[src/rtl/uart_pkg.sv]
// Shared UART definitions: frame-format defaults and the receiver state encoding.
package uart_pkg;

    localparam int unsigned DATA_BITS_DEF  = 8;
    localparam int unsigned OVERSAMPLE_DEF = 16;

    typedef enum logic [2:0] {
        IDLE      = 3'd0,
        START     = 3'd1,
        DATA      = 3'd2,
        PARITY    = 3'd3,
        STOP      = 3'd4,
        WAIT_HIGH = 3'd5
    } uart_state_e;

endpackage

[src/rtl/sync_2ff.sv]
// Two-flop synchronizer for a single asynchronous bit, synchronous active-low reset.
module sync_2ff #(
    parameter logic RESET_VAL = 1'b1
) (
    input  logic clk,
    input  logic resetn,
    input  logic d,
    output logic q
);

    logic meta;

    always_ff @(posedge clk) begin
        if (!resetn) begin
            meta <= RESET_VAL;
            q    <= RESET_VAL;
        end else begin
            meta <= d;
            q    <= meta;
        end
    end

endmodule

[src/rtl/uart_rx.sv]
// Oversampling UART receiver: start-bit qualify, LSB-first data, optional parity,
// stop-bit check, and break handling (waits for the line to return high).
module uart_rx
    import uart_pkg::*;
#(
    parameter int unsigned DATA_BITS  = DATA_BITS_DEF,
    parameter int unsigned OVERSAMPLE = OVERSAMPLE_DEF
) (
    input  logic                 CLK100MHZ,
    input  logic                 resetn,
    input  logic                 rx_tick,
    input  logic                 rx,
    input  logic                 parity_en,
    input  logic                 parity_odd,
    output logic [DATA_BITS-1:0] data_out,
    output logic                 data_valid,
    output logic                 parity_err,
    output logic                 framing_err,
    output logic                 busy
);

    localparam int unsigned CNT_W = $clog2(OVERSAMPLE);
    localparam int unsigned BIT_W = $clog2(DATA_BITS + 1);
    localparam int unsigned MID   = OVERSAMPLE / 2 - 1;
    localparam int unsigned LAST  = OVERSAMPLE - 1;

    logic rx_s;

    uart_state_e          state_q, state_d;
    logic [CNT_W-1:0]     cnt_q, cnt_d;
    logic [BIT_W-1:0]     bit_q, bit_d;
    logic [DATA_BITS-1:0] shift_q, shift_d;
    logic                 par_en_q, par_en_d;
    logic                 par_odd_q, par_odd_d;
    logic                 par_acc_q, par_acc_d;
    logic [DATA_BITS-1:0] data_out_d;
    logic                 data_valid_d, parity_err_d, framing_err_d, busy_d;
    logic                 tick_last;

    sync_2ff #(.RESET_VAL(1'b1)) u_sync (
        .clk    (CLK100MHZ),
        .resetn (resetn),
        .d      (rx),
        .q      (rx_s)
    );

    // State and output registers
    always_ff @(posedge CLK100MHZ) begin
        if (!resetn) begin
            state_q     <= IDLE;
            cnt_q       <= '0;
            bit_q       <= '0;
            shift_q     <= '0;
            par_en_q    <= 1'b0;
            par_odd_q   <= 1'b0;
            par_acc_q   <= 1'b0;
            data_out    <= '0;
            data_valid  <= 1'b0;
            parity_err  <= 1'b0;
            framing_err <= 1'b0;
            busy        <= 1'b0;
        end else begin
            state_q     <= state_d;
            cnt_q       <= cnt_d;
            bit_q       <= bit_d;
            shift_q     <= shift_d;
            par_en_q    <= par_en_d;
            par_odd_q   <= par_odd_d;
            par_acc_q   <= par_acc_d;
            data_out    <= data_out_d;
            data_valid  <= data_valid_d;
            parity_err  <= parity_err_d;
            framing_err <= framing_err_d;
            busy        <= busy_d;
        end
    end

    // Bit-period sample point: last tick of the oversample window
    assign tick_last = rx_tick && (cnt_q == CNT_W'(LAST));

    // Next-state and output logic
    always_comb begin
        state_d       = state_q;
        cnt_d         = cnt_q;
        bit_d         = bit_q;
        shift_d       = shift_q;
        par_en_d      = par_en_q;
        par_odd_d     = par_odd_q;
        par_acc_d     = par_acc_q;
        data_out_d    = data_out;
        data_valid_d  = 1'b0;
        parity_err_d  = parity_err;
        framing_err_d = framing_err;

        if (rx_tick && (state_q == DATA || state_q == PARITY || state_q == STOP)) begin
            cnt_d = (cnt_q == CNT_W'(LAST)) ? '0 : cnt_q + CNT_W'(1);
        end

        case (state_q)
            IDLE: begin
                if (rx_tick && !rx_s) begin
                    state_d   = START;
                    cnt_d     = '0;
                    par_en_d  = parity_en;
                    par_odd_d = parity_odd;
                end
            end
            START: begin
                if (rx_tick) begin
                    if (cnt_q == CNT_W'(MID)) begin
                        // A high line at mid start bit is a glitch, not a frame
                        if (!rx_s) begin
                            state_d   = DATA;
                            cnt_d     = '0;
                            bit_d     = '0;
                            par_acc_d = 1'b0;
                        end else begin
                            state_d = IDLE;
                        end
                    end else begin
                        cnt_d = cnt_q + CNT_W'(1);
                    end
                end
            end
            DATA: begin
                if (tick_last) begin
                    shift_d   = {rx_s, shift_q[DATA_BITS-1:1]};
                    par_acc_d = par_acc_q ^ rx_s;
                    if (bit_q == BIT_W'(DATA_BITS - 1)) begin
                        state_d = par_en_q ? PARITY : STOP;
                    end else begin
                        bit_d = bit_q + BIT_W'(1);
                    end
                end
            end
            PARITY: begin
                if (tick_last) begin
                    par_acc_d = par_acc_q ^ rx_s ^ par_odd_q;
                    state_d   = STOP;
                end
            end
            STOP: begin
                if (tick_last) begin
                    data_valid_d  = 1'b1;
                    data_out_d    = shift_q;
                    parity_err_d  = par_en_q & par_acc_q;
                    framing_err_d = ~rx_s;
                    state_d       = rx_s ? IDLE : WAIT_HIGH;
                end
            end
            WAIT_HIGH: begin
                if (rx_tick && rx_s) begin
                    state_d = IDLE;
                end
            end
            default: begin
                state_d = IDLE;
            end
        endcase

        busy_d = (state_d != IDLE);
    end

endmodule

[config.mk]
export PLATFORM = sky130hd
export DESIGN_NAME = uart_rx
export DESIGN_NICKNAME = d
export VERILOG_FILES = /design/src/rtl/uart_pkg.sv /design/src/rtl/sync_2ff.sv /design/src/rtl/uart_rx.sv
export SDC_FILE = /design/constraint.sdc
export NUM_CORES = 1
export LEC_CHECK = 0
export ABC_AREA = 1
export CAP_MARGIN = 25
export CELL_PAD_IN_SITES_DETAIL_PLACEMENT = 0
export CELL_PAD_IN_SITES_GLOBAL_PLACEMENT = 1
export CORE_AREA = 2 2 80 82
export CTS_CLUSTER_DIAMETER = 40
export DETAILED_ROUTE_END_ITERATION = 10
export DIE_AREA = 0 0 82 84
export MAX_ROUTING_LAYER = met4
export PLACE_DENSITY_LB_ADDON = 0.1
export SLEW_MARGIN = 20
export SYNTH_ARGS = -nofsm -noshare
export SYNTH_HDL_FRONTEND = slang
export SYNTH_SLANG_ARGS = --single-unit
[constraint.sdc]
create_clock -name CLK100MHZ -period 1.8 [get_ports CLK100MHZ]
set_input_delay 0.36 -clock CLK100MHZ [delete_from_list [all_inputs] [get_ports CLK100MHZ]]
set_output_delay 0.36 -clock CLK100MHZ [all_outputs]
set_load 0.02 [all_outputs]
==> results of run 1 <==
-- final timing paths --
| kind | slack [ns] | depth (start not counted) | from | to |
|---|---|---|---|---|
| setup / recovery | 0.18 | 8 | cnt_q[1]$_SDFF_PN0_ | cnt_q[2]$_SDFF_PN0_ |
| hold / removal | 0.42 | 1 | u_sync.meta$_SDFF_PN1_ | u_sync.q$_SDFF_PN1_ |
| setup reg to reg | 0.18 | 8 | cnt_q[1]$_SDFF_PN0_ | cnt_q[2]$_SDFF_PN0_ |
| hold reg to reg | 0.42 | 1 | u_sync.meta$_SDFF_PN1_ | u_sync.q$_SDFF_PN1_ |
-- metal layers --
metal	vias up	share of wire [%]	GRT usage (%)
met2	23	45	23.50
li1	907	-	-
met3	4	2.4	2.273
met5	-	0	-
met4	0	1.2	5.000
met1	778	51	19.77
-- power by group through the flow --
| stage | Combinational [mW] | Clock [mW] | Sequential, mW |
|---|---|---|---|
| after floorplan | 0.0556 | 0 | 0.828 |
| after global routing | 0.106 | 0.686 | 0.814 |
| after global placement | 0.0935 | 0 | 0.831 |
| after detailed placement | 0.0924 | 0 | 0.831 |
| after CTS | 0.0925 | 0.652 | 0.812 |
| final | 0.0918 | 0.616 | 0.812 |
-- area by class of cell --
cell class	instances	area share (%)
multi-input cells	191	40.59
clock buffers	7	3.821
flip-flops and latches	36	31.89
well taps	77	4.264
repair buffers	35	14.62
inverters	27	4.485
clock inverters	1	0.3322
-- cell usage after synthesis --
cell / instances
a211oi_1: 1
a21boi_0: 1
a21oi_1: 10
a31oi_1: 1
buf_1: 1
buf_2: 3
buf_4: 1
clkbuf_1: 2
dfxtp_1: 36
ha_1: 2
inv_1: 19
inv_2: 8
nand2_1: 58
nand2_2: 6
nand3_1: 18
nand3_2: 2
nand4_1: 7
nor2_1: 46
nor2_2: 5
nor2_4: 3
nor3_1: 1
nor3b_1: 1
o211ai_1: 1
o21ai_0: 21
o21ai_1: 2
o21ai_2: 1
or2_2: 2
xnor2_1: 1
xor2_1: 1
-- flip-flops by register name, indices dropped and copies added, names as in the netlist, 3 cells and up --
signal    flops
bit_q         4
cnt_q         4
data_out      8
shift_q       8
state_q       3
-- through the flow --
| step | util, % | hold slack, ns |
|---|---|---|
| final | 37.07 | 0.4210 |
| after global placement | 35.53 | 0.4036 |
| after CTS | 37.07 | 0.4243 |
| after global routing | 37.07 | 0.4402 |
| after detailed placement | 35.53 | 0.4041 |
| after floorplan | - | 0.3925 |
-- logic make-up (layout without fill, tap and decap cells) --
family,Yosys count,count (layout)
adders and majority gates,2,2
DFF,36,36
buffers and inverters,34,70
and+or+nand+nor,149,149
AOI/OAI and AO/OA,38,38
xor gates and xnor gates,2,2
-- critical path: stages (launching register included) --
cell and delay [ns]:
dfxtp_1 0.35, ha_1 0.20, buf_4 0.14, nand2_1 0.07, nor2_2 0.16, nor2_1 0.10, o21ai_1 0.27, o211ai_1 0.14
a21oi_1 0.14
==> reports/metrics.yaml, run 1 <==
synthMuxAreaShare_pct: 0
pin_count: 18
final_cell_mix: "nand2_1, nor2_1, dfxtp_1"
antenna_found_initial: 0
p_comb_share_pct: 6.0
gp_congestion: 0.8123
fill_cells: 675
rows: 29
worstSetupStartpointType: "flip-flop"
grt_pass1_wl_mm: 7.748
fin_crit_ns: 1.617
synthAdderAreaFrac_pct: 1.411
p_per_area_nw_per_um2: 672.4
ctsHtreeMaxLevel: 2
regArea_um2: 720.7
grt-ovfl-total: 0
dp_hpwl_mm: 3.288
area_growth_pct: 27.45
cts_post_setup_buffers_inserted: 0
fmax_mhz: 618.5
rsz0062_at_grt: "false"
grt_pass1_vias: 1650
ir_worst_vdd_mv: 0.3291
diodes: 0
finalSetupViolCount: 0
final_area_um2: 2260
synth_area_leaders: "dfxtp_1, nand2_1, nor2_1, o21ai_0, nand3_1"
power.total_mw: 1.520
grt_max_degree: 20
synth.avg_cell_area_um2: 6.793
place_area_um2: 2166
antenna_left: 0
syn_inst: 261
p_seq_share_pct: 53.4
dr.pass1.iters: 4
final_cells: 374
core_area_um2: 6096
groute.usage.overall_pct: 15.06
intPower_mw: 1.154
worstSetupPathType: "reg -> reg"
synth_top_area_cell: "dfxtp_1"
post_route_cells_drive_above_1_share_pct: 17.51
synth-compound-area-share_pct: 11.43
synth-seq-cells: 36
final_common_cell: "nand2_1"
clockBufferDepth: 2
syn-num-nets: 269
multi_input_area_um2: 917.1
synth-simple-area-share_pct: 37.90
die-height_um: 84
cts_root_buffer: "clkbuf_8"
finalSetupTns_ns: 0
ys.warnings.count: 0
cts_hold_buf: 0
slew_viol_final: 0
finalWorstSetupSlack_ns: 0.1831
cp.required_ns: 2.02
p_switching_uw: 365.3
clkPwrFrac_pct: 40.5
wl_per_cell_um: 11.83
port_buffers: 17
worst_pin_slew_ns: 0.4252
drc_errors: 0
p_leak_nw: 0.9835
min_path_type: "reg -> reg"
arrival_ns: 1.84
finalHoldViolCount: 0
synth_xor_area_share_pct: 0.9880
status: "finished clean"
vias: 1712
nNetsFinal: 304
netlist_area_um2: 1773
switching_share_pct: 24.04
fin_crit_sh_pct: 89.83
yosysUniqueCellTypes: 29
clkLatencyLatePin_ns: 0.29
numCtsBuffers: 5
skew_ns: 0.005012
cts_resized: 0
cp-end-kind: "flip-flop"
drv_cap: 0
cts_tree: "yes"
die_area_um2: 6888
pre_cts_ws_ns: -0.08714
cts_sinks: 36
maxSlewHeadroom_pct: 71.62
place_inst: 366
synth_top_family_by_area: "simple AND/OR/NAND/NOR gates"
crit_fanout: 4
routed_via_density: 4.578
synth.top_cell.area_share_pct: 40.65
start_util_pct: 29.08
ys_seq_area_share_pct: 40.65
die_w_um: 82
cts.clk_slew.worst_paths_ns: 0.08
dr.first_iter.drc_count: 55
wl_mm: 4.426
No activity file was read; power rests on OpenSTA's default activity.
==> run 2: changes to the inputs <==
--- a/config.mk
+++ b/config.mk
@@ -13,6 +13,7 @@
 export CTS_CLUSTER_DIAMETER = 40
 export DETAILED_ROUTE_END_ITERATION = 10
 export DIE_AREA = 0 0 82 84
+export DONT_BUFFER_PORTS = 1
 export MAX_ROUTING_LAYER = met4
 export PLACE_DENSITY_LB_ADDON = 0.1
 export SLEW_MARGIN = 20
==> run 2 against run 1 <==
Non-clock buffer count decreased by 30. Register-to-register slack improved by 0.02 ns. Global-route usage decreased by 0.38 points. First-iteration DRC count increased to 2.7 times the previous value. Largest cell class unchanged. Largest power group unchanged.
==> reports/metrics.yaml, run 2 (synthesized netlist as in run 1, its figures left out) <==
rows: 29  # unchanged
antenna_found_initial: 0  # unchanged
min_path_cells: 1  # unchanged
critical_path.cell_chain: "ha_2 -> nand3_2 -> nor2_4 -> buf_4 -> nand2_2 -> nor2_1 -> nor2_1 -> nand2_1 -> nand2_1 -> nand3_1"  # was ha_1 -> buf_4 -> nand2_1 -> nor2_2 -> nor2_1 -> o21ai_1 -> o211ai_1 -> a21oi_1
core_area_um2: 6096  # unchanged
top_regs: "data_out x8, shift_q x8"  # unchanged
gp_congestion: 0.8065  # was 0.8123
worstSetupStartpointType: "flip-flop"  # unchanged
crit_family: "simple AND/OR/NAND/NOR gates"  # was compound AO/OA/AOI/OAI gates
grt_pass1_vias: 1526  # was 1650
cts_tree: "yes"  # unchanged
grt-ovfl-total: 0  # unchanged
hold_slack_ns: 0.1693  # was 0.4210 ns
routed_via_density: 4.724  # was 4.578
dr.first_iter.drc_count: 151  # was 55
min_path_type: "in -> reg"  # was reg -> reg
diodes: 0  # unchanged
fin_crit_sh_pct: 88.51  # was 89.83%
grt_pass1_wl_mm: 7.507  # was 7.748 mm
worstSetupPathType: "reg -> reg"  # unchanged
worstRegToRegCells: 10  # was 8
timing.rr.end: "busy$_SDFF_PN0_"  # was cnt_q[2]$_SDFF_PN0_
port_buffers: 0  # was 17
skew_ns: 0.008987  # was 0.005012 ns
cts_sinks: 36  # unchanged
clockBufferDepth: 2  # unchanged
die_area_um2: 6888  # unchanged
drv_cap: 0  # unchanged
cts.clk_slew.worst_paths_ns: 0.07  # was 0.08 ns
groute.usage.overall_pct: 14.68  # was 15.06%
wl_mm: 4.339  # was 4.426 mm
numCtsBuffers: 5  # unchanged
area_growth_pct: 11.43  # was 27.45%
p_per_area_nw_per_um2: 757.6  # was 672.4 nW/µm²
max_stage_delay_ns: 0.38  # was 0.35 ns
crit_fanout: 9  # was 4
ctsHtreeMaxLevel: 2  # unchanged
power.total_mw: 1.497  # was 1.520 mW
die-height_um: 84  # unchanged
min_from: "rx"  # was u_sync.meta$_SDFF_PN1_
dp_hpwl_mm: 3.178  # was 3.288 mm
drc_errors: 0  # unchanged
fill_cells: 686  # was 675
fmax_mhz: 627.7  # was 618.5 MHz
pin_count: 18  # unchanged
final_cell_mix: "nand2_1, nor2_1, dfxtp_1"  # unchanged
reg2reg_slack_ns: 0.21  # was 0.18 ns
antenna_left: 0  # unchanged
cp-end-kind: "flip-flop"  # unchanged
nNetsFinal: 274  # was 304
vias: 1625  # was 1712
cts_post_setup_buffers_inserted: 0  # unchanged
cts_resized: 0  # unchanged
cp.required_ns: 2.03  # was 2.02 ns
finalSetupTns_ns: 0  # unchanged
wl_per_cell_um: 12.61  # was 11.83 µm
slew_viol_final: 0  # unchanged
ir_worst_vdd_mv: 0.2875  # was 0.3291 mV
worst_pin_slew_ns: 0.3536  # was 0.4252 ns
start_util_pct: 29.08  # unchanged
p_leak_nw: 0.8513  # was 0.9835 nW
cp_num_buf_inv: 1  # unchanged
status: "finished clean"  # unchanged
dr.pass1.iters: 4  # unchanged
die_w_um: 82  # unchanged
crit_start: "cnt_q[1]$_SDFF_PN0_"  # unchanged
cp_slowest_cell: "dfxtp_1"  # unchanged
post_route_cells_drive_above_1_share_pct: 15.73  # was 17.51%
fin_crit_ns: 1.593  # was 1.617 ns
finalSetupViolCount: 0  # unchanged
worst_r2r_startpoint: "cnt_q[1]$_SDFF_PN0_"  # unchanged
maxSlewHeadroom_pct: 76.40  # was 71.62%
arrival_ns: 1.83  # was 1.84 ns
grt_max_degree: 28  # was 20
rsz0062_at_grt: "false"  # unchanged
clkLatencyLatePin_ns: 0.30  # was 0.29 ns
final_common_cell: "nand2_1"  # unchanged
hold_end: "u_sync.meta$_SDFF_PN1_"  # was u_sync.q$_SDFF_PN1_
cts_hold_buf: 0  # unchanged
finalHoldViolCount: 0  # unchanged
cts_root_buffer: "clkbuf_8"  # unchanged
run 2: worst max-delay path by stage:
stage / end / slack (ns) / depth (start not counted)
5_1_grt: busy$_SDFF_PN0_ / 0.02 / 10
6_report: busy$_SDFF_PN0_ / 0.21 / 10
4_1_cts: data_out[3]$_SDFFE_PN0P_ / 0.1 / 7
3_5_place_dp: data_out[3]$_SDFFE_PN0P_ / 0.12 / 7
2_1_floorplan: data_out[0]$_SDFFE_PN0P_ / 0.38 / 7
3_3_place_gp: data_out[2]$_SDFFE_PN0P_ / 0.12 / 7
run 2: metrics by stage:
step / cell area (µm²) / utilization, % / setup slack (ns) / std cells
detailed placement: 1873 / 30.73 / 0.1199 / 336
global route: 1976 / 32.41 / 0.01734 / 344
floorplan: 1773 / - / 0.3762 / 261
global placement: 1873 / 30.73 / 0.1185 / 336
finish: 1976 / 32.41 / 0.2068 / 344
CTS: 1967 / 32.27 / 0.09664 / 344
run 2: layer usage:
metal	vias to the layer above	GRT usage, %	routed length [µm]
met4	0	4.545	32
met2	31	20.92	1892
met5	-	-	0
met3	4	4.004	195
li1	852	-	-
met1	738	20.09	2218
run 2: area by class of cell:
| class | instances | area, µm² | share of cell area, % |
|---|---|---|---|
| Multi-Input combinational cell | 191 | 922.1 | 46.68 |
| Clock buffer | 7 | 86.33 | 4.370 |
| Sequential cell | 36 | 721.9 | 36.54 |
| Clock inverter | 1 | 7.507 | 0.3800 |
| Tap cell | 77 | 96.34 | 4.877 |
| Inverter | 27 | 103.9 | 5.257 |
| Timing Repair Buffer | 5 | 37.54 | 1.900 |
run 2: report_power, final:
group          internal [mW]  switching, mW  total, mW  leakage [nW]
Sequential             0.805        0.00807      0.813         0.291
Clock                  0.311          0.311      0.622        0.0445
Combinational         0.0225         0.0392     0.0617         0.516
Total                   1.14          0.358       1.50         0.851
